==> src/rtl/alu_branch_pkg.sv <==
// Shared opcode constants, ALU operation encoding and jump encodings.
package alu_branch_pkg;

  localparam logic [6:0] OP_R      = 7'b0110011;
  localparam logic [6:0] OP_IMM    = 7'b0010011;
  localparam logic [6:0] OP_LOAD   = 7'b0000011;
  localparam logic [6:0] OP_STORE  = 7'b0100011;
  localparam logic [6:0] OP_BRANCH = 7'b1100011;
  localparam logic [6:0] OP_JAL    = 7'b1101111;
  localparam logic [6:0] OP_JALR   = 7'b1100111;
  localparam logic [6:0] OP_LUI    = 7'b0110111;
  localparam logic [6:0] OP_AUIPC  = 7'b0010111;

  localparam logic [1:0] JUMP_NONE = 2'b00;
  localparam logic [1:0] JUMP_JAL  = 2'b01;
  localparam logic [1:0] JUMP_JALR = 2'b10;

  // Encoding follows {funct7b5, funct3} so R-type decode is a direct map.
  typedef enum logic [3:0] {
    ALU_ADD   = 4'b0000,
    ALU_SLL   = 4'b0001,
    ALU_SLT   = 4'b0010,
    ALU_SLTU  = 4'b0011,
    ALU_XOR   = 4'b0100,
    ALU_SRL   = 4'b0101,
    ALU_OR    = 4'b0110,
    ALU_AND   = 4'b0111,
    ALU_SUB   = 4'b1000,
    ALU_SRA   = 4'b1101,
    ALU_PASSB = 4'b1111
  } alu_op_e;

  typedef struct packed {
    logic       reg_write;
    logic       mem_to_reg;
    logic       mem_write;
    logic       mem_read;
    logic       branch;
    logic       alu_src;
    logic       auipc;
    logic       lui;
    logic [1:0] jump;
  } ctrl_t;

  // funct7b5 only distinguishes ADD/SUB and SRL/SRA; other funct3 values ignore it.
  function automatic alu_op_e funct_to_op(input logic f7b5, input logic [2:0] f3);
    alu_op_e op;
    case (f3)
      3'b000:  op = f7b5 ? ALU_SUB : ALU_ADD;
      3'b001:  op = ALU_SLL;
      3'b010:  op = ALU_SLT;
      3'b011:  op = ALU_SLTU;
      3'b100:  op = ALU_XOR;
      3'b101:  op = f7b5 ? ALU_SRA : ALU_SRL;
      3'b110:  op = ALU_OR;
      default: op = ALU_AND;
    endcase
    return op;
  endfunction

endpackage

==> src/rtl/alu_branch_control_core.sv <==
// Combinational ALU datapath with Z/N/C/O flag generation.
module alu_core
  import alu_branch_pkg::*;
#(
  parameter int DATA_W = 32
) (
  input  logic [DATA_W-1:0] a,
  input  logic [DATA_W-1:0] b,
  input  alu_op_e           op,
  output logic [DATA_W-1:0] result,
  output logic              zflag,
  output logic              nflag,
  output logic              cflag,
  output logic              oflag
);

  logic [DATA_W:0] sum_w;
  logic [DATA_W:0] diff_w;

  // Subtraction as a + ~b + 1 so carry-out means a >= b unsigned.
  assign sum_w  = {1'b0, a} + {1'b0, b};
  assign diff_w = {1'b0, a} + {1'b0, ~b} + {{DATA_W{1'b0}}, 1'b1};

  // Operation select and flags; C/O only meaningful for ADD/SUB.
  always_comb begin
    result = '0;
    cflag  = 1'b0;
    oflag  = 1'b0;
    case (op)
      ALU_ADD: begin
        result = sum_w[DATA_W-1:0];
        cflag  = sum_w[DATA_W];
        oflag  = (a[DATA_W-1] == b[DATA_W-1]) && (sum_w[DATA_W-1] != a[DATA_W-1]);
      end
      ALU_SUB: begin
        result = diff_w[DATA_W-1:0];
        cflag  = diff_w[DATA_W];
        oflag  = (a[DATA_W-1] != b[DATA_W-1]) && (diff_w[DATA_W-1] != a[DATA_W-1]);
      end
      ALU_AND:   result = a & b;
      ALU_OR:    result = a | b;
      ALU_XOR:   result = a ^ b;
      ALU_SLL:   result = a << b[4:0];
      ALU_SRL:   result = a >> b[4:0];
      ALU_SRA:   result = $unsigned($signed(a) >>> b[4:0]);
      ALU_SLT:   result = {{(DATA_W-1){1'b0}}, ($signed(a) < $signed(b))};
      ALU_SLTU:  result = {{(DATA_W-1){1'b0}}, (a < b)};
      ALU_PASSB: result = b;
      default:   result = '0;
    endcase
  end

  assign zflag = (result == '0);
  assign nflag = result[DATA_W-1];

endmodule

==> src/rtl/alu_branch_control.sv <==
// Instruction decode, ALU op select, branch decision and registered outputs.
module alu_branch_control
  import alu_branch_pkg::*;
#(
  parameter int DATA_W = 32
) (
  input  logic              clk,
  input  logic              rst,
  input  logic [6:0]        opcode,
  input  logic [2:0]        funct3,
  input  logic              funct7b5,
  input  logic [DATA_W-1:0] a,
  input  logic [DATA_W-1:0] b,
  output logic [DATA_W-1:0] result,
  output logic              zflag,
  output logic              nflag,
  output logic              cflag,
  output logic              oflag,
  output logic              branch_taken,
  output logic              reg_write,
  output logic              mem_to_reg,
  output logic              mem_write,
  output logic              mem_read,
  output logic              branch,
  output logic              alu_src,
  output logic              auipc,
  output logic              lui,
  output logic [1:0]        jump
);

  ctrl_t             ctrl_d, ctrl_q;
  alu_op_e           alu_op;
  logic [DATA_W-1:0] result_d, result_q;
  logic [3:0]        flags_d, flags_q;
  logic              z_w, n_w, c_w, o_w;
  logic              taken_d, taken_q;

  // Opcode decode into control bits and ALU operation.
  always_comb begin
    ctrl_d = '0;
    alu_op = ALU_ADD;
    case (opcode)
      OP_R: begin
        ctrl_d.reg_write = 1'b1;
        alu_op           = funct_to_op(funct7b5, funct3);
      end
      OP_IMM: begin
        ctrl_d.reg_write = 1'b1;
        ctrl_d.alu_src   = 1'b1;
        alu_op           = funct_to_op(funct7b5 && (funct3 == 3'b101), funct3);
      end
      OP_LOAD: begin
        ctrl_d.reg_write  = 1'b1;
        ctrl_d.mem_to_reg = 1'b1;
        ctrl_d.mem_read   = 1'b1;
        ctrl_d.alu_src    = 1'b1;
      end
      OP_STORE: begin
        ctrl_d.mem_write = 1'b1;
        ctrl_d.alu_src   = 1'b1;
      end
      OP_BRANCH: begin
        ctrl_d.branch = 1'b1;
        alu_op        = ALU_SUB;
      end
      OP_JAL: begin
        ctrl_d.reg_write = 1'b1;
        ctrl_d.jump      = JUMP_JAL;
      end
      OP_JALR: begin
        ctrl_d.reg_write = 1'b1;
        ctrl_d.alu_src   = 1'b1;
        ctrl_d.jump      = JUMP_JALR;
      end
      OP_LUI: begin
        ctrl_d.reg_write = 1'b1;
        ctrl_d.alu_src   = 1'b1;
        ctrl_d.lui       = 1'b1;
        alu_op           = ALU_PASSB;
      end
      OP_AUIPC: begin
        ctrl_d.reg_write = 1'b1;
        ctrl_d.alu_src   = 1'b1;
        ctrl_d.auipc     = 1'b1;
      end
      default: begin
        ctrl_d = '0;
        alu_op = ALU_ADD;
      end
    endcase
  end

  alu_core #(.DATA_W(DATA_W)) u_alu (
    .a      (a),
    .b      (b),
    .op     (alu_op),
    .result (result_d),
    .zflag  (z_w),
    .nflag  (n_w),
    .cflag  (c_w),
    .oflag  (o_w)
  );

  assign flags_d = {z_w, n_w, c_w, o_w};

  // Branch condition from the same-cycle SUB flags; gated by branch opcode.
  always_comb begin
    taken_d = 1'b0;
    if (opcode == OP_BRANCH) begin
      case (funct3)
        3'b000:  taken_d = z_w;
        3'b001:  taken_d = !z_w;
        3'b100:  taken_d = (n_w != o_w);
        3'b101:  taken_d = (n_w == o_w);
        3'b110:  taken_d = !c_w;
        3'b111:  taken_d = c_w;
        default: taken_d = 1'b0;
      endcase
    end
  end

  // Output registers; async reset clears everything.
  always_ff @(posedge clk or posedge rst) begin
    if (rst) begin
      result_q <= '0;
      flags_q  <= '0;
      taken_q  <= 1'b0;
      ctrl_q   <= '0;
    end else begin
      result_q <= result_d;
      flags_q  <= flags_d;
      taken_q  <= taken_d;
      ctrl_q   <= ctrl_d;
    end
  end

  assign result       = result_q;
  assign {zflag, nflag, cflag, oflag} = flags_q;
  assign branch_taken = taken_q;
  assign reg_write    = ctrl_q.reg_write;
  assign mem_to_reg   = ctrl_q.mem_to_reg;
  assign mem_write    = ctrl_q.mem_write;
  assign mem_read     = ctrl_q.mem_read;
  assign branch       = ctrl_q.branch;
  assign alu_src      = ctrl_q.alu_src;
  assign auipc        = ctrl_q.auipc;
  assign lui          = ctrl_q.lui;
  assign jump         = ctrl_q.jump;

endmodule

==> config.mk <==
export PLATFORM = sky130hd
export DESIGN_NAME = alu_branch_control
export DESIGN_NICKNAME = d
export VERILOG_FILES = /design/src/rtl/alu_branch_pkg.sv /design/src/rtl/alu_branch_control_core.sv /design/src/rtl/alu_branch_control.sv
export SDC_FILE = /design/constraint.sdc
export NUM_CORES = 1
export LEC_CHECK = 0
export CELL_PAD_IN_SITES_DETAIL_PLACEMENT = 1
export CELL_PAD_IN_SITES_GLOBAL_PLACEMENT = 1
export CORE_MARGIN = 2
export CORE_UTILIZATION = 30
export CTS_BUF_LIST = sky130_fd_sc_hd__clkbuf_16
export DETAILED_ROUTE_END_ITERATION = 10
export GPL_ROUTABILITY_DRIVEN = 0
export GPL_TIMING_DRIVEN = 0
export PLACE_DENSITY_LB_ADDON = 0.1
export SETUP_SLACK_MARGIN = 0.02
export SLEW_MARGIN = 20
export SYNTH_ARGS = -nofsm -noshare
export SYNTH_HDL_FRONTEND = slang
export SYNTH_HIERARCHICAL = 1
export SYNTH_SLANG_ARGS = --single-unit
export TNS_END_PERCENT = 30
==> constraint.sdc <==
create_clock -name clk -period 4.2 [get_ports clk]
set_clock_uncertainty 0.1 [all_clocks]
set_input_delay 1.05 -clock clk [delete_from_list [all_inputs] [get_ports clk]]
set_output_delay 1.05 -clock clk [all_outputs]
set_load 0.01 [all_outputs]
==> impl_metrics.yaml, run 1 <==
run_status:
  outcome: "complete, but fails checks"
  violations: "setup timing"
critical_path:
  crit_arrival_ps: 5680
  worstSetupEndpointType: "flop"
  worst_setup_path_start_kind: "input port"
  path_depth: 22
  crit_chain: "clkdlybuf4s15_2, buf_8, buf_12, buf_12, buf_12, buf_12, buf_12, clkinvlp_4, ha_4, mux4_2, a22oi_2, o211ai_1, o21ai_1, o211ai_1, or3_1, nor4_4, nand4b_1, nor4_4, xnor2_1, nor3_1, a31oi_1, a21oi_2"
  crit_start: "b[0]"
  endpoint: "branch_taken$_DFF_PP0_"
  critPathRequiredTime_ps: 4300
  crit_buf_inv: 8
  slowest_delay_ps: 590
  criticalPathCategory: "input port to flop"
  crit_path_frequent_cell: "buf_12"
  worstPathMaxFanout: 10
  slowest_stage: "mux4_2"
  crit_family: "buffers and inverters"
logic_synthesis:
  synth_cell_type_count: 99
  avgSynthCellArea_sq_um: 7.55
  ys_seq_elements: 46
  synth-edff-count: 0
  netlist_instances: 1567
  synth_async_sr_flop_share_pct: 100
  synth_seq_area_share_pct: 9.73
  netlist_area_sq_um: 11800
  synth_area_leaders: "ha_1, dfrtp_1, mux4_2"
  synth_top_area_share_pct: 10.8
  synth_nets: 1748
  synth_warnings: 6
  yosysTopAreaCell: "ha_1"
  dominantRegCellSynth: "dfrtp_1"
timing:
  final.period_utilization_pct: 133
  finalSetupViolCount: 7
  tns_ps: -3660
  slew_violations: 0
  min_period_ps: 5580
  rsz0062_at_grt: "yes"
  worst_pin_slew_ps: 987
  setup_slack_ps: -1380
  slew_headroom_pct: 33.7
  fmax_mhz: 179
  hold_viol: 0
grt:
  grt_pass1_vias: 15132
  grt_max_degree: 36
  grt_first_pass_wirelength_um: 106000
  antenna_found_initial: 1
  overflow: 0
  grtUsageTotal_pct: 34.7
job:
  maxCapViolations: 0
floorplan:
  die_h_um: 203
  core_area_sq_um: 38800
  start_util_pct: 30.5
  die_width_um: 203
  die_area_sq_um: 41000
  rows: 72
  num_io_pins: 124
clock_network:
  cts_max_level: 2
  cts.path.max_buffers: 2
  clockRootBuffer: "clkbuf_16"
  cts_buffers: 5
  clk_pin_slew_ps: 70
  cts_sinks: 46
  tritoncts: "built"
drt:
  first_iter_violations: 1602
  totalWireLength_um: 73600
  routed_via_density: 6.66
  wl_per_cell_um: 31.8
  vias: 15411
  drc_errors: 0
  detail-route-antenna-nets: 0
  first_pass_iters: 5
power:
  p_sw_share_pct: 47.7
  combPwrFrac_pct: 69.4
  p_int_uw: 1610
  leakage_uw: 0.00674
  ir_worst_vdd_mv: 0.149
  p_sw_uw: 1470
  power_frac_seq_pct: 16.9
  pwr-share-clk_pct: 13.7
  power.density_nw_per_um2: 186
final_layout:
  nets: 1977
  fin_util_pct: 42.6
  mostFrequentLayoutCells: "nor2_1, nand2_1, buf_4"
  diodes: 0
  synthToLayoutAreaGrowth_pct: 39.7
  drive_above_1_share_pct: 30.4
  layout.cells.most_common: "nor2_1"
  nFillCells: 4582
place:
  pre_cts_slack_ps: -3850
  portBuffers: 122
  dpl.hpwl_um: 57100
worst_hold_path:
  hp-class: "input port to flop"
## logic make-up after synthesis
logic type / synth area share (%)
AOI/OAI and AO/OA: 32.6
xor gates and xnor gates: 1.04
adders and majority gates: 11.1
buffers and inverters: 8.32
DFF: 9.73
muxes: 16.3
and+or+nand+nor: 20.8
## sequential cells by signal (all words and copies together), names as in the netlist
register and flops:
reg_write 1, jump 2, auipc 1, mem_read 1
alu_src 1, branch 1, branch_taken 1, result 32
flags_q 4, mem_write 1, lui 1
## area by class of cell
type	count	area, sq um	area share, %
plain buffers	119	1110	6.70
clock buffers	5	125	0.757
clock inverters	3	23.8	0.144
inverters	109	465	2.82
multi-input cells	1283	10900	66.2
flip-flops and latches	46	1150	6.96
well taps	518	648	3.92
repair buffers	232	2070	12.5
## routing by layer
metal  vias to the layer above  part of all wire, %  GRT usage (%)
li1                       6450                    -              -
met5                         -                    0              0
met3                       257                  8.6           5.30
met4                         0                  5.9           16.5
met1                      7775                   42           46.7
met2                       929                   44           54.3
## cell usage after synthesis (10+ instances only)
library cell,n
and2_1,14
mux2_2,32
o211ai_1,27
mux4_2,42
o21ai_0,84
nand2b_1,24
o31ai_1,17
a22oi_1,21
nand2_1,119
dfrtp_1,46
a2111oi_0,11
nand3_1,41
xnor2_1,10
clkbuf_1,85
a21oi_1,102
ha_1,102
nor2b_1,19
a21o_1,21
nand4_1,15
nor4_1,11
a221oi_1,12
o2111ai_1,10
inv_1,106
o22ai_1,25
mux2i_1,57
o221ai_1,15
a211oi_1,26
nor2_1,123
a22o_1,13
a31oi_1,15
or3_1,14
buf_2,24
nor3_1,51
a211o_1,13
buf_1,11
## worst min-delay path by stage
stage,from,endpoint,cells past startpoint
global placement,funct3[0],branch_taken$_DFF_PP0_,4
global route,opcode[3],jump[1]$_DFF_PP0_,2
finish,opcode[3],jump[1]$_DFF_PP0_,2
detailed placement,rst,result[7]$_DFF_PP0_,2
floorplan,opcode[3],jump[1]$_DFF_PP0_,1
CTS,rst,result[8]$_DFF_PP0_,2
## through the flow
| step | area [sq um] | instances | hold WS, ps | total power (uW) |
|---|---|---|---|---|
| 6_report | 16500 | 2315 | 828 | 3080 |
| 5_1_grt | 16500 | 2315 | 830 | 3210 |
| 4_1_cts | 15700 | 2277 | 932 | 2900 |
| 3_5_place_dp | 13900 | 2211 | 1280 | 2260 |
| 3_3_place_gp | 13900 | 2207 | 1400 | 2250 |
| 2_1_floorplan | 12000 | 1567 | 1020 | 1530 |
## power by group through the flow
| stage | Sequential, uW | Combinational, uW | Clock, uW |
|---|---|---|---|
| after floorplan | 567 | 966 | 0 |
| after global placement | 529 | 1720 | 0 |
| after detailed placement | 531 | 1730 | 0 |
| after CTS | 522 | 1940 | 440 |
| after global routing | 528 | 2230 | 451 |
| final | 521 | 2140 | 422 |
## repair_timing
item | CTS | global route
buffers inserted | 66 | 40
setup endpoints to repair | 37 | 28
pin swaps | 49 | 48
cloned | 1 | 0
hold buffers | 0 | 0
resized for setup | 418 | 189
Note: power is estimated with default switching activity, not from simulation.
==> run 2: changes to the inputs <==
--- a/config.mk
+++ b/config.mk
@@ -7,7 +7,6 @@
 export LEC_CHECK = 0
 export CELL_PAD_IN_SITES_DETAIL_PLACEMENT = 1
 export CELL_PAD_IN_SITES_GLOBAL_PLACEMENT = 1
-export CORE_MARGIN = 2
 export CORE_UTILIZATION = 30
 export CTS_BUF_LIST = sky130_fd_sc_hd__clkbuf_16
 export DETAILED_ROUTE_END_ITERATION = 10
==> run 2 against run 1 <==
  * The flow still finishes with violations (setup timing)
  * Largest power group unchanged
  * Sequential share of layout area barely moved
  * Maximum frequency rose by 0.87%
  * Clock-buffer cell count did not move
  * Worst setup slack improved by 48 ps
  * Global-route usage rose by 0.64 points
  * Design area fell by 0.16%
==> impl_metrics.yaml, run 2 (synthesized netlist as in run 1, its figures left out) <==
run_status:
  outcome: "complete, but fails checks"
  violations: "setup timing"
clock_network:
  cts_max_level: 2
  tritoncts: "built"
  clk_pin_slew_ps: 70
  cts_buffers: 5
  cts_sinks: 46
  cts.path.max_buffers: 2
  clockRootBuffer: "clkbuf_16"
critical_path:
  endpoint: "branch_taken$_DFF_PP0_"
  worst_setup_path_start_kind: "input port"
  worstPathMaxFanout: 10
  crit_family: "compound AO/OA/AOI/OAI gates"
  crit_arrival_ps: 5640
  slowest_stage: "mux2i_1"
  crit_path_frequent_cell: "nor4_4"
  crit_start: "b[0]"
  critPathRequiredTime_ps: 4300
  worstSetupEndpointType: "flop"
  crit_buf_inv: 3
  crit_chain: "clkdlybuf4s15_2, buf_12, buf_2, mux2i_1, a211oi_1, a32o_1, a311o_1, a221o_1, nor4bb_4, nand4bb_1, nor4_4, nand4b_1, nor4_4, xnor2_1, nor3_1, a31oi_1, a21oi_2"
  path_depth: 17
  criticalPathCategory: "input port to flop"
  slowest_delay_ps: 480
timing:
  worst_pin_slew_ps: 1110
  min_period_ps: 5530
  slew_violations: 0
  finalSetupViolCount: 9
  setup_slack_ps: -1330
  final.period_utilization_pct: 132
  slew_headroom_pct: 24.9
  hold_viol: 0
  rsz0062_at_grt: "yes"
  fmax_mhz: 181
place:
  dpl.hpwl_um: 56900
  pre_cts_slack_ps: -3960
  portBuffers: 122
  dp.cells: 2210
  place_area_sq_um: 13900
job:
  maxCapViolations: 0
floorplan:
  start_util_pct: 30.5
  num_io_pins: 124
  die_width_um: 201
  die_area_sq_um: 40200
  die_h_um: 201
  core_area_sq_um: 38700
  rows: 72
final_layout:
  design_area_sq_um: 16500
  mostFrequentLayoutCells: "nor2_1, nand2_1, buf_4"
  synthToLayoutAreaGrowth_pct: 39.5
  fin_util_pct: 42.6
  final_cells: 2316
  nets: 1977
  layout.cells.most_common: "nor2_1"
  drive_above_1_share_pct: 30.1
  largest_reg_flops: 32
power:
  combPwrFrac_pct: 69.2
  p_sw_uw: 1460
  leakage_uw: 0.00672
  pwr-share-clk_pct: 13.7
  p_int_uw: 1610
  total_power_uw: 3060
  p_sw_share_pct: 47.5
  ir_worst_vdd_mv: 0.140
  power_frac_seq_pct: 17.0
  power.density_nw_per_um2: 185
drt:
  totalWireLength_um: 73300
  detail-route-antenna-nets: 0
  first_pass_iters: 5
  wl_per_cell_um: 31.6
  vias: 15351
  routed_via_density: 6.63
  drc_errors: 0
  first_iter_violations: 1912
grt:
  antenna_found_initial: 1
  grt_pass1_vias: 14999
  grt_max_degree: 26
  grtUsageTotal_pct: 35.3
  grt_first_pass_wirelength_um: 106000
  overflow: 0
worst_hold_path:
  hp-class: "input port to flop"
==> run 2: changes by cell type in the layout (fill, tap and decap cells not counted), moves of 4 or more <==
cell / change
o21ai_0: -5
nor3_2: +4
a21oi_2: -4
buf_12: -4
clkbuf_2: -7
buf_8: -5
buf_4: +4
o21ai_1: +4
a21oi_1: +4
clkbuf_4: +5
==> run 2: timing repair <==
item	in CTS	in global routing
pin swaps	60	42
gates cloned	2	0
resized for setup	442	142
hold buffers	0	0
setup buffers	77	28
endpoints found under the setup margin	37	22
==> run 2: per-stage QoR <==
| step | TNS (ps) | hold WS (ps) |
|---|---|---|
| after floorplan | -1490 | 1020 |
| after global placement | -69590 | 1400 |
| after detailed placement | -62860 | 1370 |
| after CTS | -4230 | 979 |
| after global routing | -4200 | 842 |
| final | -3280 | 831 |
==> run 2: layer usage <==
metal | vias to the layer above | part of all wire, % | GRT usage, %
met3 | 234 | 8.8 | 4.63
met5 | - | 0 | 0
met2 | 968 | 44 | 55.8
met4 | 0 | 5.4 | 16.7
li1 | 6445 | - | -
met1 | 7704 | 41 | 47.6
==> run 2: cell type report <==
class / instances / area, sq um
sequential: 46 / 1150
multi-input combinational: 1283 / 11000
clock buffer: 5 / 125
clock inverter: 3 / 23.8
antenna: 1 / 2.50
buffer: 119 / 1090
tap: 518 / 648
fill: 4609 / 22200
inverter: 109 / 462
timing repair buffer: 232 / 2040
==> run 2: how the worst min path moves through the flow <==
| stage | start | to | slack [ps] | depth (start not counted) |
|---|---|---|---|---|
| finish | opcode[3] | jump[1]$_DFF_PP0_ | 830 | 2 |
| detailed placement | rst | result[19]$_DFF_PP0_ | 1370 | 2 |
| global route | opcode[3] | jump[1]$_DFF_PP0_ | 840 | 2 |
| CTS | opcode[3] | jump[1]$_DFF_PP0_ | 980 | 2 |
| global placement | funct3[0] | branch_taken$_DFF_PP0_ | 1400 | 4 |
| floorplan | opcode[3] | jump[1]$_DFF_PP0_ | 1020 | 1 |
==> run 2: power by group through the flow <==
stage / clock network [uW] / registers, uW / logic (uW)
2_1_floorplan: 0 / 567 / 966
3_3_place_gp: 0 / 530 / 1710
3_5_place_dp: 0 / 532 / 1730
4_1_cts: 432 / 523 / 1960
5_1_grt: 438 / 531 / 2200
6_report: 420 / 522 / 2120
==> run 3: changes to the inputs <==
--- a/config.mk
+++ b/config.mk
@@ -13,7 +13,7 @@
 export GPL_ROUTABILITY_DRIVEN = 0
 export GPL_TIMING_DRIVEN = 0
 export PLACE_DENSITY_LB_ADDON = 0.1
-export SETUP_SLACK_MARGIN = 0.02
+export SETUP_SLACK_MARGIN = 0.2
 export SLEW_MARGIN = 20
 export SYNTH_ARGS = -nofsm -noshare
 export SYNTH_HDL_FRONTEND = slang
==> run 3 against run 2 <==
  * The run still ends with setup timing left
  * Design area is 0.74% lower
  * Highest routed layer unchanged
  * Largest power group unchanged
  * Maximum frequency is 3.2% lower
  * Clock power down 1%
==> impl_metrics.yaml, run 3 (synthesized netlist as in run 1, its figures left out) <==
run_status:
  outcome: "complete, but fails checks"
  violations: "setup timing"
final_layout:
  drive_above_1_share_pct: 28.0
  synthToLayoutAreaGrowth_pct: 38.4
  layout.cells.most_common: "nor2_1"
  nets: 1959
  mostFrequentLayoutCells: "nor2_1, nand2_1, inv_1"
  largest_reg_flops: 32
  nFillCells: 4658
timing:
  min_period_ps: 5720
  rsz0062_at_grt: "yes"
  hold_ws_ps: 883
  tns_ps: -5280
  hold_viol: 0
  setup_slack_ps: -1520
  finalSetupViolCount: 13
  slew_violations: 0
  worst_pin_slew_ps: 1050
  final.period_utilization_pct: 136
  slew_headroom_pct: 29.0
  fmax_mhz: 175
floorplan:
  die_area_sq_um: 40200
  num_io_pins: 124
  die_h_um: 201
  die_width_um: 201
  start_util_pct: 30.5
  core_area_sq_um: 38700
  rows: 72
clock_network:
  cts_sinks: 46
  clk_pin_slew_ps: 70
  cts_max_level: 2
  clockRootBuffer: "clkbuf_16"
  cts.path.max_buffers: 2
  cts_buffers: 5
  tritoncts: "built"
critical_path:
  slowest_delay_ps: 670
  critPathRequiredTime_ps: 4300
  criticalPathCategory: "input port to flop"
  crit_chain: "clkdlybuf4s50_1, buf_2, o21a_1, o21ai_0, o21ai_0, a21oi_1, o211ai_1, or4_4, or4_4, nor4_4, nand4b_1, nor4_4, xnor2_1, nor3_1, a31oi_1, a21oi_2"
  crit_buf_inv: 2
  worstPathMaxFanout: 10
  worstSetupEndpointType: "flop"
  crit_arrival_ps: 5820
  worst_setup_path_start_kind: "input port"
  crit_family: "simple AND/OR/NAND/NOR gates"
  slowest_stage: "clkdlybuf4s50_1"
power:
  leakage_uw: 0.00661
  p_sw_share_pct: 47.9
  power.density_nw_per_um2: 186
  p_sw_uw: 1460
  ir_worst_vdd_mv: 0.144
  power_frac_seq_pct: 17.1
  combPwrFrac_pct: 69.3
  p_int_uw: 1590
  pwr-share-clk_pct: 13.6
grt:
  antenna_found_initial: 0
  grt_first_pass_wirelength_um: 106000
  overflow: 0
  grtUsageTotal_pct: 35.5
  grt_pass1_vias: 15253
  grt_max_degree: 36
drt:
  vias: 15421
  wl_per_cell_um: 32.0
  totalWireLength_um: 73500
  routed_via_density: 6.71
  first_pass_iters: 5
  first_iter_violations: 2046
  detail-route-antenna-nets: 0
  drc_errors: 0
job:
  maxCapViolations: 0
worst_hold_path:
  hp-class: "input port to flop"
place:
  dpl.hpwl_um: 57300
  portBuffers: 122
[run 3: changes by cell type in the layout (fill, tap and decap cells not counted), moves of 4 or more]
cell | before | now
mux2i_1 | 50 | 54
buf_4 | 107 | 81
buf_8 | 3 | 7
ha_1 | 87 | 91
clkdlybuf4s15_2 | 9 | 15
clkbuf_4 | 20 | 14
dlymetal6s2s_1 | 9 | 2
nor3_2 | 9 | 2
nor3_1 | 41 | 46
clkdlybuf4s50_1 | 63 | 72
[run 3: per-stage QoR]
step | util [%] | power, uW | instances | setup slack [ps] | area (sq um)
after global routing | 42.3 | 3160 | 2297 | -1620 | 16400
after detailed placement | 36.0 | 2270 | 2211 | -3960 | 13900
after CTS | 41.2 | 2920 | 2290 | -1650 | 16000
after global placement | 35.8 | 2250 | 2207 | -3790 | 13900
final | 42.3 | 3050 | 2299 | -1520 | 16400
after floorplan | - | 1540 | 1567 | -962 | 12000
[run 3: path summary, 6_finish.rpt]
| path | end | depth (start not counted) | start | slack, ps |
|---|---|---|---|---|
| worst max-delay path | branch_taken$_DFF_PP0_ | 16 | a[31] | -1520 |
| worst min-delay path | mem_write$_DFF_PP0_ | 2 | opcode[4] | 880 |
| max in group asynchronous | branch$_DFF_PP0_ | 3 | rst | 2590 |
| min in group asynchronous | result[5]$_DFF_PP0_ | 2 | rst | 920 |
[run 3: repair_timing]
item	CTS	global route
setup buffers	69	7
endpoints found under the setup margin	37	28
pin swaps	65	31
cloned	2	0
gates resized for setup	454	102
hold buffers	0	0
[run 3: cell type report]
cell class                      instances  area [sq um]  share of cell area (%)
Inverter                              109           462                    2.82
Clock inverter                          3          23.8                   0.145
Timing Repair Buffer                  204          1870                    11.4
Tap cell                              518           648                    3.96
Antenna cell                            2          5.00                  0.0306
Clock buffer                            5           125                   0.764
Buffer                                129          1150                    7.02
Sequential cell                        46          1150                    7.03
Multi-Input combinational cell       1283         10900                    66.8
[run 3: layer usage]
| layer | share of wire (%) | vias to the layer above | global-route usage (%) |
|---|---|---|---|
| met5 | 0 | - | 0 |
| met2 | 44 | 957 | 55.8 |
| met3 | 8.5 | 274 | 4.63 |
| met4 | 6.4 | 0 | 18.6 |
| li1 | - | 6435 | - |
| met1 | 42 | 7755 | 47.3 |
[run 3: power groups by stage]
stage	Clock [uW]	Sequential, uW	Combinational, uW
6_report	416	522	2110
5_1_grt	438	529	2200
4_1_cts	431	523	1970
3_5_place_dp	0	532	1740
3_3_place_gp	0	529	1720
2_1_floorplan	0	567	970
